<file path="config.mk">
export PLATFORM = sky130hd
export DESIGN_NAME = sb_membank_param
export DESIGN_NICKNAME = d
export VERILOG_FILES = /design/src/rtl/sb_membank_param.sv
export SDC_FILE = /design/constraint.sdc
export NUM_CORES = 1
export LEC_CHECK = 0
export BUFFER_PORTS_ARGS = -buffer_cell sky130_fd_sc_hd__buf_2
export CAP_MARGIN = 20
export CORE_ASPECT_RATIO = 1.5
export CORE_MARGIN = 2
export CORE_UTILIZATION = 50
export DETAILED_ROUTE_END_ITERATION = 6
export PLACE_DENSITY = 0.76
export SLEW_MARGIN = 40
export SYNTH_ARGS = -nofsm -noshare
export SYNTH_HDL_FRONTEND = slang
export SYNTH_SLANG_ARGS = --single-unit
export TNS_END_PERCENT = 30
</file>
<file path="constraint.sdc">
create_clock -name prog_clk -period 1.4 [get_ports prog_clk]
set_clock_uncertainty 0.05 [all_clocks]
set_input_delay 0 -clock prog_clk [delete_from_list [all_inputs] [get_ports prog_clk]]
set_output_delay 0 -clock prog_clk [all_outputs]
set_load 0.05 [all_outputs]
</file>
<file path="src/rtl/sb_membank_param.sv">
// Switch-block tile: bit-line/word-line programmed config bank driving 2*CHAN_W
// size-2 routing muxes, with readback, completion tracking and a sticky error flag.
module sb_membank_param #(
    parameter int unsigned CHAN_W = 9,
    parameter int unsigned BL_W   = 6,
    parameter int unsigned WL_W   = (4 * CHAN_W + BL_W - 1) / BL_W
) (
    input  logic              prog_clk,
    input  logic              pReset,
    input  logic              prog_en,
    input  logic              rd_en,
    input  logic [BL_W-1:0]   bl,
    input  logic [WL_W-1:0]   wl,
    output logic [BL_W-1:0]   bl_rd,
    output logic              cfg_done,
    output logic              cfg_err,
    input  logic [CHAN_W-1:0] chany_top_in,
    input  logic [CHAN_W-1:0] chanx_left_in,
    input  logic [CHAN_W-1:0] top_grid_pin,
    input  logic [CHAN_W-1:0] left_grid_pin,
    output logic [CHAN_W-1:0] chany_top_out,
    output logic [CHAN_W-1:0] chanx_left_out
);

    typedef enum logic {UNCONFIG, CONFIGURED} state_t;

    state_t            state, state_nx;
    logic [BL_W-1:0]   mem [WL_W];
    logic [WL_W-1:0]   row_flag, row_flag_nx;
    logic              wl_zero, wl_multi, wl_onehot;
    logic              proto_err, wr_ok, rd_ok;
    logic [BL_W-1:0]   rd_data;
    logic [4*CHAN_W-1:0] cfg_bits;
    logic [1:0]        sel;

    always_comb begin
        wl_zero     = (wl == '0);
        wl_multi    = !wl_zero && ((wl & (wl - WL_W'(1))) != '0);
        wl_onehot   = !wl_zero && !wl_multi;
        proto_err   = ((prog_en || rd_en) && wl_multi) || (prog_en && rd_en);
        wr_ok       = prog_en && !rd_en && wl_onehot;
        rd_ok       = rd_en && !prog_en && wl_onehot;
        row_flag_nx = wr_ok ? (row_flag | wl) : row_flag;
        rd_data     = '0;
        for (int unsigned r = 0; r < WL_W; r++) begin
            if (wl[r]) rd_data = rd_data | mem[r];
        end
    end

    // Completion is judged on the post-edge flags so cfg_done rises on the final write edge.
    always_comb begin
        state_nx = state;
        case (state)
            UNCONFIG:   if (&row_flag_nx) state_nx = CONFIGURED;
            CONFIGURED: state_nx = CONFIGURED;
            default:    state_nx = UNCONFIG;
        endcase
        cfg_done = (state == CONFIGURED);
    end

    always_ff @(posedge prog_clk or posedge pReset) begin
        if (pReset) begin
            state    <= UNCONFIG;
            row_flag <= '0;
            bl_rd    <= '0;
            cfg_err  <= 1'b0;
            for (int unsigned r = 0; r < WL_W; r++) mem[r] <= '0;
        end else begin
            state    <= state_nx;
            row_flag <= row_flag_nx;
            if (proto_err) cfg_err <= 1'b1;
            if (rd_ok) bl_rd <= rd_data;
            for (int unsigned r = 0; r < WL_W; r++) begin
                if (wr_ok && wl[r]) mem[r] <= bl;
            end
        end
    end

    // Flatten row/column storage into the linear bit order; trailing bits of the last row are not routed.
    always_comb begin
        for (int unsigned b = 0; b < 4 * CHAN_W; b++) begin
            cfg_bits[b] = mem[b / BL_W][b % BL_W];
        end
    end

    always_comb begin
        chany_top_out  = '0;
        chanx_left_out = '0;
        sel            = '0;
        for (int unsigned i = 0; i < CHAN_W; i++) begin
            sel = {cfg_bits[2*i+1], cfg_bits[2*i]};
            case (sel)
                2'b01:   chany_top_out[i] = top_grid_pin[i];
                2'b10:   chany_top_out[i] = chanx_left_in[(CHAN_W - i) % CHAN_W];
                default: chany_top_out[i] = 1'b0;
            endcase
            sel = {cfg_bits[2*(CHAN_W+i)+1], cfg_bits[2*(CHAN_W+i)]};
            case (sel)
                2'b01:   chanx_left_out[i] = chany_top_in[(CHAN_W - i) % CHAN_W];
                2'b10:   chanx_left_out[i] = left_grid_pin[i];
                default: chanx_left_out[i] = 1'b0;
            endcase
        end
        if (!cfg_done) begin
            chany_top_out  = '0;
            chanx_left_out = '0;
        end
    end

endmodule

</file>
* After elaboration in Yosys (flattened, before gate mapping)
Index checks and enable logic that the tools add are counted.
** Storage, ports and cells
- Register bits after elaboration :: 50
- Output and inout bits :: 26
- Logic and storage cells :: 107
** Cells by class
- Add/sub/neg operators :: 1
- Eq/ne operators :: 36
- Multiplexer cells :: 29
- Bitwise operators :: 8
- Reductions and logical operators :: 23
** Operators by type and width (number)
- $mux W6 :: 7
- $pmux W1 S2 :: 19
- $eq A2 B1 Y1 const B :: 18
- $eq A2 B2 Y1 const B :: 18
- $or A6 B6 Y6 :: 6
- $mux W9 :: 2
- $logic_and A1 B1 Y1 :: 14
- $and A6 B6 Y6 :: 1
- $logic_not A6 Y1 :: 1
- $reduce_and A6 Y1 :: 1
- $reduce_bool A6 Y1 :: 1
- $sub A6 B1 Y6 const B :: 1
- $logic_not A1 Y1 :: 4
- $logic_or A1 B1 Y1 :: 2
- $mux W1 :: 1
- $not A1 Y1 :: 1

* Longest topological paths before layout
- Depth in word-level cells :: 11
- Mapped depth :: 7
- Gate-level depth less buffers :: 5

* Least setup slack after synthesis
Ideal clock, no wire load.
- Path kind :: reg2out
- From :: register state (netlist: cfg_done)
- To :: output port chanx_left_out[0]
- Arrival :: 2082 ps
- Path slack :: -732 ps
- Stages on the path, launching flop included :: 3
- Buffers on the path :: 1
- Path through :: dfrtp_1 clkbuf_1 nor3b_1
** On the way
- Word-level cells in the longest chain between the ends :: 1
** Ends and longest elaborated chain
- start: declaration :: line 27 : state_t state, state_nx;
- start signal: assignment :: line 69 : state <= state_nx;
- $mux W9 :: line 104 : if (!cfg_done) begin
- end: declaration :: line 22 : output logic [CHAN_W-1:0] chanx_left_out
Every way passes these cells.

* Worst setup path in the final report
- From :: register mem, in the netlist cfg_bits[19]
- To :: output port chanx_left_out[0]
** On the way
- Word-level cells in the longest chain between the ends :: 3
- Elaborated cells on any way between the ends :: 4
- Those cells by class :: 2 x eq/ne; 2 x mux
** Ends and longest elaborated chain
- start: declaration :: line 28 : logic [BL_W-1:0] mem [WL_W];
- start signal: indexed assignment :: line 74 : if (wr_ok && wl[r]) mem[r] <= bl;
- $eq A2 B2 Y1 / $eq A2 B1 Y1 (equally long branches) :: line 98 : case (sel)
- $pmux W1 S2 (*) :: line 98
- $mux W9 (*) :: line 104
Mark *: on every way between the ends. The rest lies on a longest branch, timed or not.

==> metrics <==
share of post-route cells with drive strength above 1=0.667; Die Height=102 um; cts bufs inserted=5; synth warn=0; Skew-Pair Late Insertion Delay=0.30 ns; Max H-tree Level=2; CP Launch Type=flip-flop; IO buf count=77; PD cells=870 mW/mm^2; FFs w/ async S/R, synth=1.00; largest net degree at the start of global routing=24; FF+latch count, synth=50; fin crit period=1.54 ns; Worst path top cell family by delay=flip-flops; Max Clk Rate=0.649 GHz; DRC viols=0; crit path DAT=1.49 ns; Starting Density=0.518; Synth-to-Final Area Change=59.5%; failing checks=negative setup slack; initial antenna violation count=0; CORE AREA=0.00613 mm^2; post-synthesis sequential area ratio=0.394; Wirelength per Cell=18.4 um; critical path capture point type=primary output; # rows=35; Post-synth EDFFs=0; Synth top cells by count=dfrtp_1, inv_1, a22oi_1, ha_1, mux2_2; crit path kind=flip-flop to primary output; Slew @ Worst Pin=0.446 ns; Max-Cap Viols=0; critical-path maximum fanout=4; Worst Path Required=1.35 ns; Final Hold Viols=0; M2 GR Usage=0.501; number of global-route vias before repair=2887; area share of the largest cell type after synthesis=0.394; grt met1 use=0.294; root buffer cell=clkbuf_8; HP Class=input pin to flip-flop; # fillers=339; placed inst area=0.00402 mm^2; leakage=2.46 nW; Slowest cell on crit path=dfrtp_1; Top FF cell, synth=dfrtp_1; Post-Syn Area per Cell=10.7 um^2; Final Cycle Share=1.10; CTS tree=built; Tot Pwr=0.00440 W; Top-Level Pins=78; cell chain of the critical path=inv_1, ha_2, a22oi_2, nor3b_4, buf_6; status=finished, violations left; cell taking the most area after synthesis=dfrtp_1; Syn Inst Count=296; post-synth cell types=37; GPL Wtd Cong=0.844; Vias=2841; final setup fails=19; Syn Nets=384; most frequent cell after synthesis=dfrtp_1; RSZ-0062 raised after global routing=true; VDD IR max=0.812 mV; Die X=69.1 um; GRT Max-Usage Layer=met2; max-slew violation count=0; first-pass GRT wire length=14400 um; Global Route met3 Usage=0.0398; DRT antenna net count=0; final net count=530; CP max stage delay=0.45 ns; total grt overflow=0; Final WS setup=-0.140 ns; Pre-Repair DR Iteration Count=4; TNS Setup=-1.30 ns; global router's overall resource usage=0.261; Post-DP HPWL=5650 um; synth top area cells=dfrtp_1, ha_1, mux2_2; antenna cells=0; vias per cell=5.51; WL final=9490 um; drt initial violations=94; area of the multi-input gates=0.00233 mm^2; sinks on the clock net=50; DIE AREA=0.00702 mm^2; Reg area=0.00127 mm^2; clk buf depth=2; Worst-path clk slew=0.09 ns; synthesized area=0.00318 mm^2; Buf+Inv Stages, Crit Path=2; Design Area, Final=0.00506 mm^2; slew margin rel.=0.702
==> final cells by class <==
type | count | area share
tap | 74 | 0.0183
multi-input combinational | 193 | 0.459
clock buffer | 6 | 0.0163
timing repair buffer | 154 | 0.222
sequential | 50 | 0.250
inverter | 38 | 0.0282
clock inverter | 1 | 0.00593
==> worst register-to-register path: cells and delay by family, from the launching register on <==
family,cells,cell delay (ns)
multiplexers,1,0.28
flip-flops,1,0.42
AND/OR/NAND/NOR,1,0.13
buffers and inverters,2,0.28
AO/OA/AOI/OAI,1,0.19
==> kinds of logic after synthesis <==
| family | Yosys count | synth area share |
|---|---|---|
| simple gates | 65 | 0.132 |
| xor+xnor | 1 | 0.00276 |
| mux | 36 | 0.135 |
| flops | 50 | 0.394 |
| fa+ha+maj | 37 | 0.145 |
| buf+inv | 53 | 0.0670 |
| compound gates | 54 | 0.124 |
==> sequential cells by signal, indices dropped and copies added (netlist names) <==
signal    flops
row_flag      6
cfg_bits     36
cfg_err       1
bl_rd         6
cfg_done      1
==> routing by layer <==
| layer | wire, um | part of all wire |
|---|---|---|
| met5 | 0 | 0 |
| met1 | 3480 | 0.37 |
| met3 | 378 | 0.040 |
| met2 | 5450 | 0.57 |
| met4 | 185 | 0.019 |
==> per-stage QoR <==
stage	setup slack [ns]	instances	hold slack [ns]	utilization
global placement	-0.170	460	-0.0276	0.656
floorplan	-0.122	296	0.0668	-
detailed placement	-0.202	460	-0.0223	0.656
global route	-0.202	516	0.0701	0.826
finish	-0.140	516	0.0318	0.826
CTS	-0.0860	502	0.0353	0.780
==> cells in the final DEF (no fill, tap or decap), drive strengths merged <==
cell | netlist | final
xnor2 | 1 | 1
nand2 | 10 | 10
inv | 38 | 38
dfrtp | 50 | 50
nor2 | 4 | 4
mux2 | 36 | 36
or3b | 1 | 1
bufinv | 0 | 1
ha | 36 | 36
nor4b | 1 | 1
dlygate4sd3 | 0 | 9
nor3 | 6 | 6
or3 | 1 | 1
maj3 | 1 | 1
nand3b | 3 | 3
o21ai | 9 | 9
nand3 | 7 | 7
nand4 | 1 | 1
or2 | 3 | 3
a22oi | 36 | 36
buf | 7 | 145
a21oi | 3 | 3
and3b | 3 | 3
nor2b | 1 | 1
nor3b | 19 | 19
nand2b | 4 | 4
clkbuf | 8 | 6
o21bai | 1 | 1
nor4 | 1 | 1
a221oi | 3 | 3
o211ai | 1 | 1
o21a | 1 | 1
==> report_power, final <==
part           internal (W)  total [W]  switching, W
Combinational      0.000725    0.00153      0.000803
Sequential          0.00163    0.00184      0.000208
Clock              0.000572    0.00104      0.000466
==> path summary, 6_finish.rpt <==
| kind | from | to | slack (ns) | cells past startpoint |
|---|---|---|---|---|
| worst max-delay path | cfg_bits[19]$_DFFE_PP0P_ | chanx_left_out[0] | -0.14 | 5 |
| worst min-delay path | rd_en | row_flag[4]$_DFF_PP0_ | 0.03 | 4 |
| worst max register to register | cfg_bits[18]$_DFFE_PP0P_ | bl_rd[0]$_DFFE_PP0P_ | -0.06 | 5 |
| worst min register to register | row_flag[4]$_DFF_PP0_ | row_flag[4]$_DFF_PP0_ | 0.43 | 1 |
| max in group asynchronous | pReset | cfg_bits[16]$_DFFE_PP0P_ | 0.58 | 4 |
| min in group asynchronous | pReset | cfg_bits[31]$_DFFE_PP0P_ | 0.21 | 3 |
==> timing repair <==
| item | in CTS | in global routing |
|---|---|---|
| pin swaps | 4 | 18 |
| buffers inserted | 26 | 14 |
| setup endpoints to repair | 19 | 39 |
| hold endpoints to repair | 78 | 0 |
| resized for setup | 81 | 43 |
| hold buffers | 9 | 0 |
Note: power is estimated with default switching activity, not from simulation.
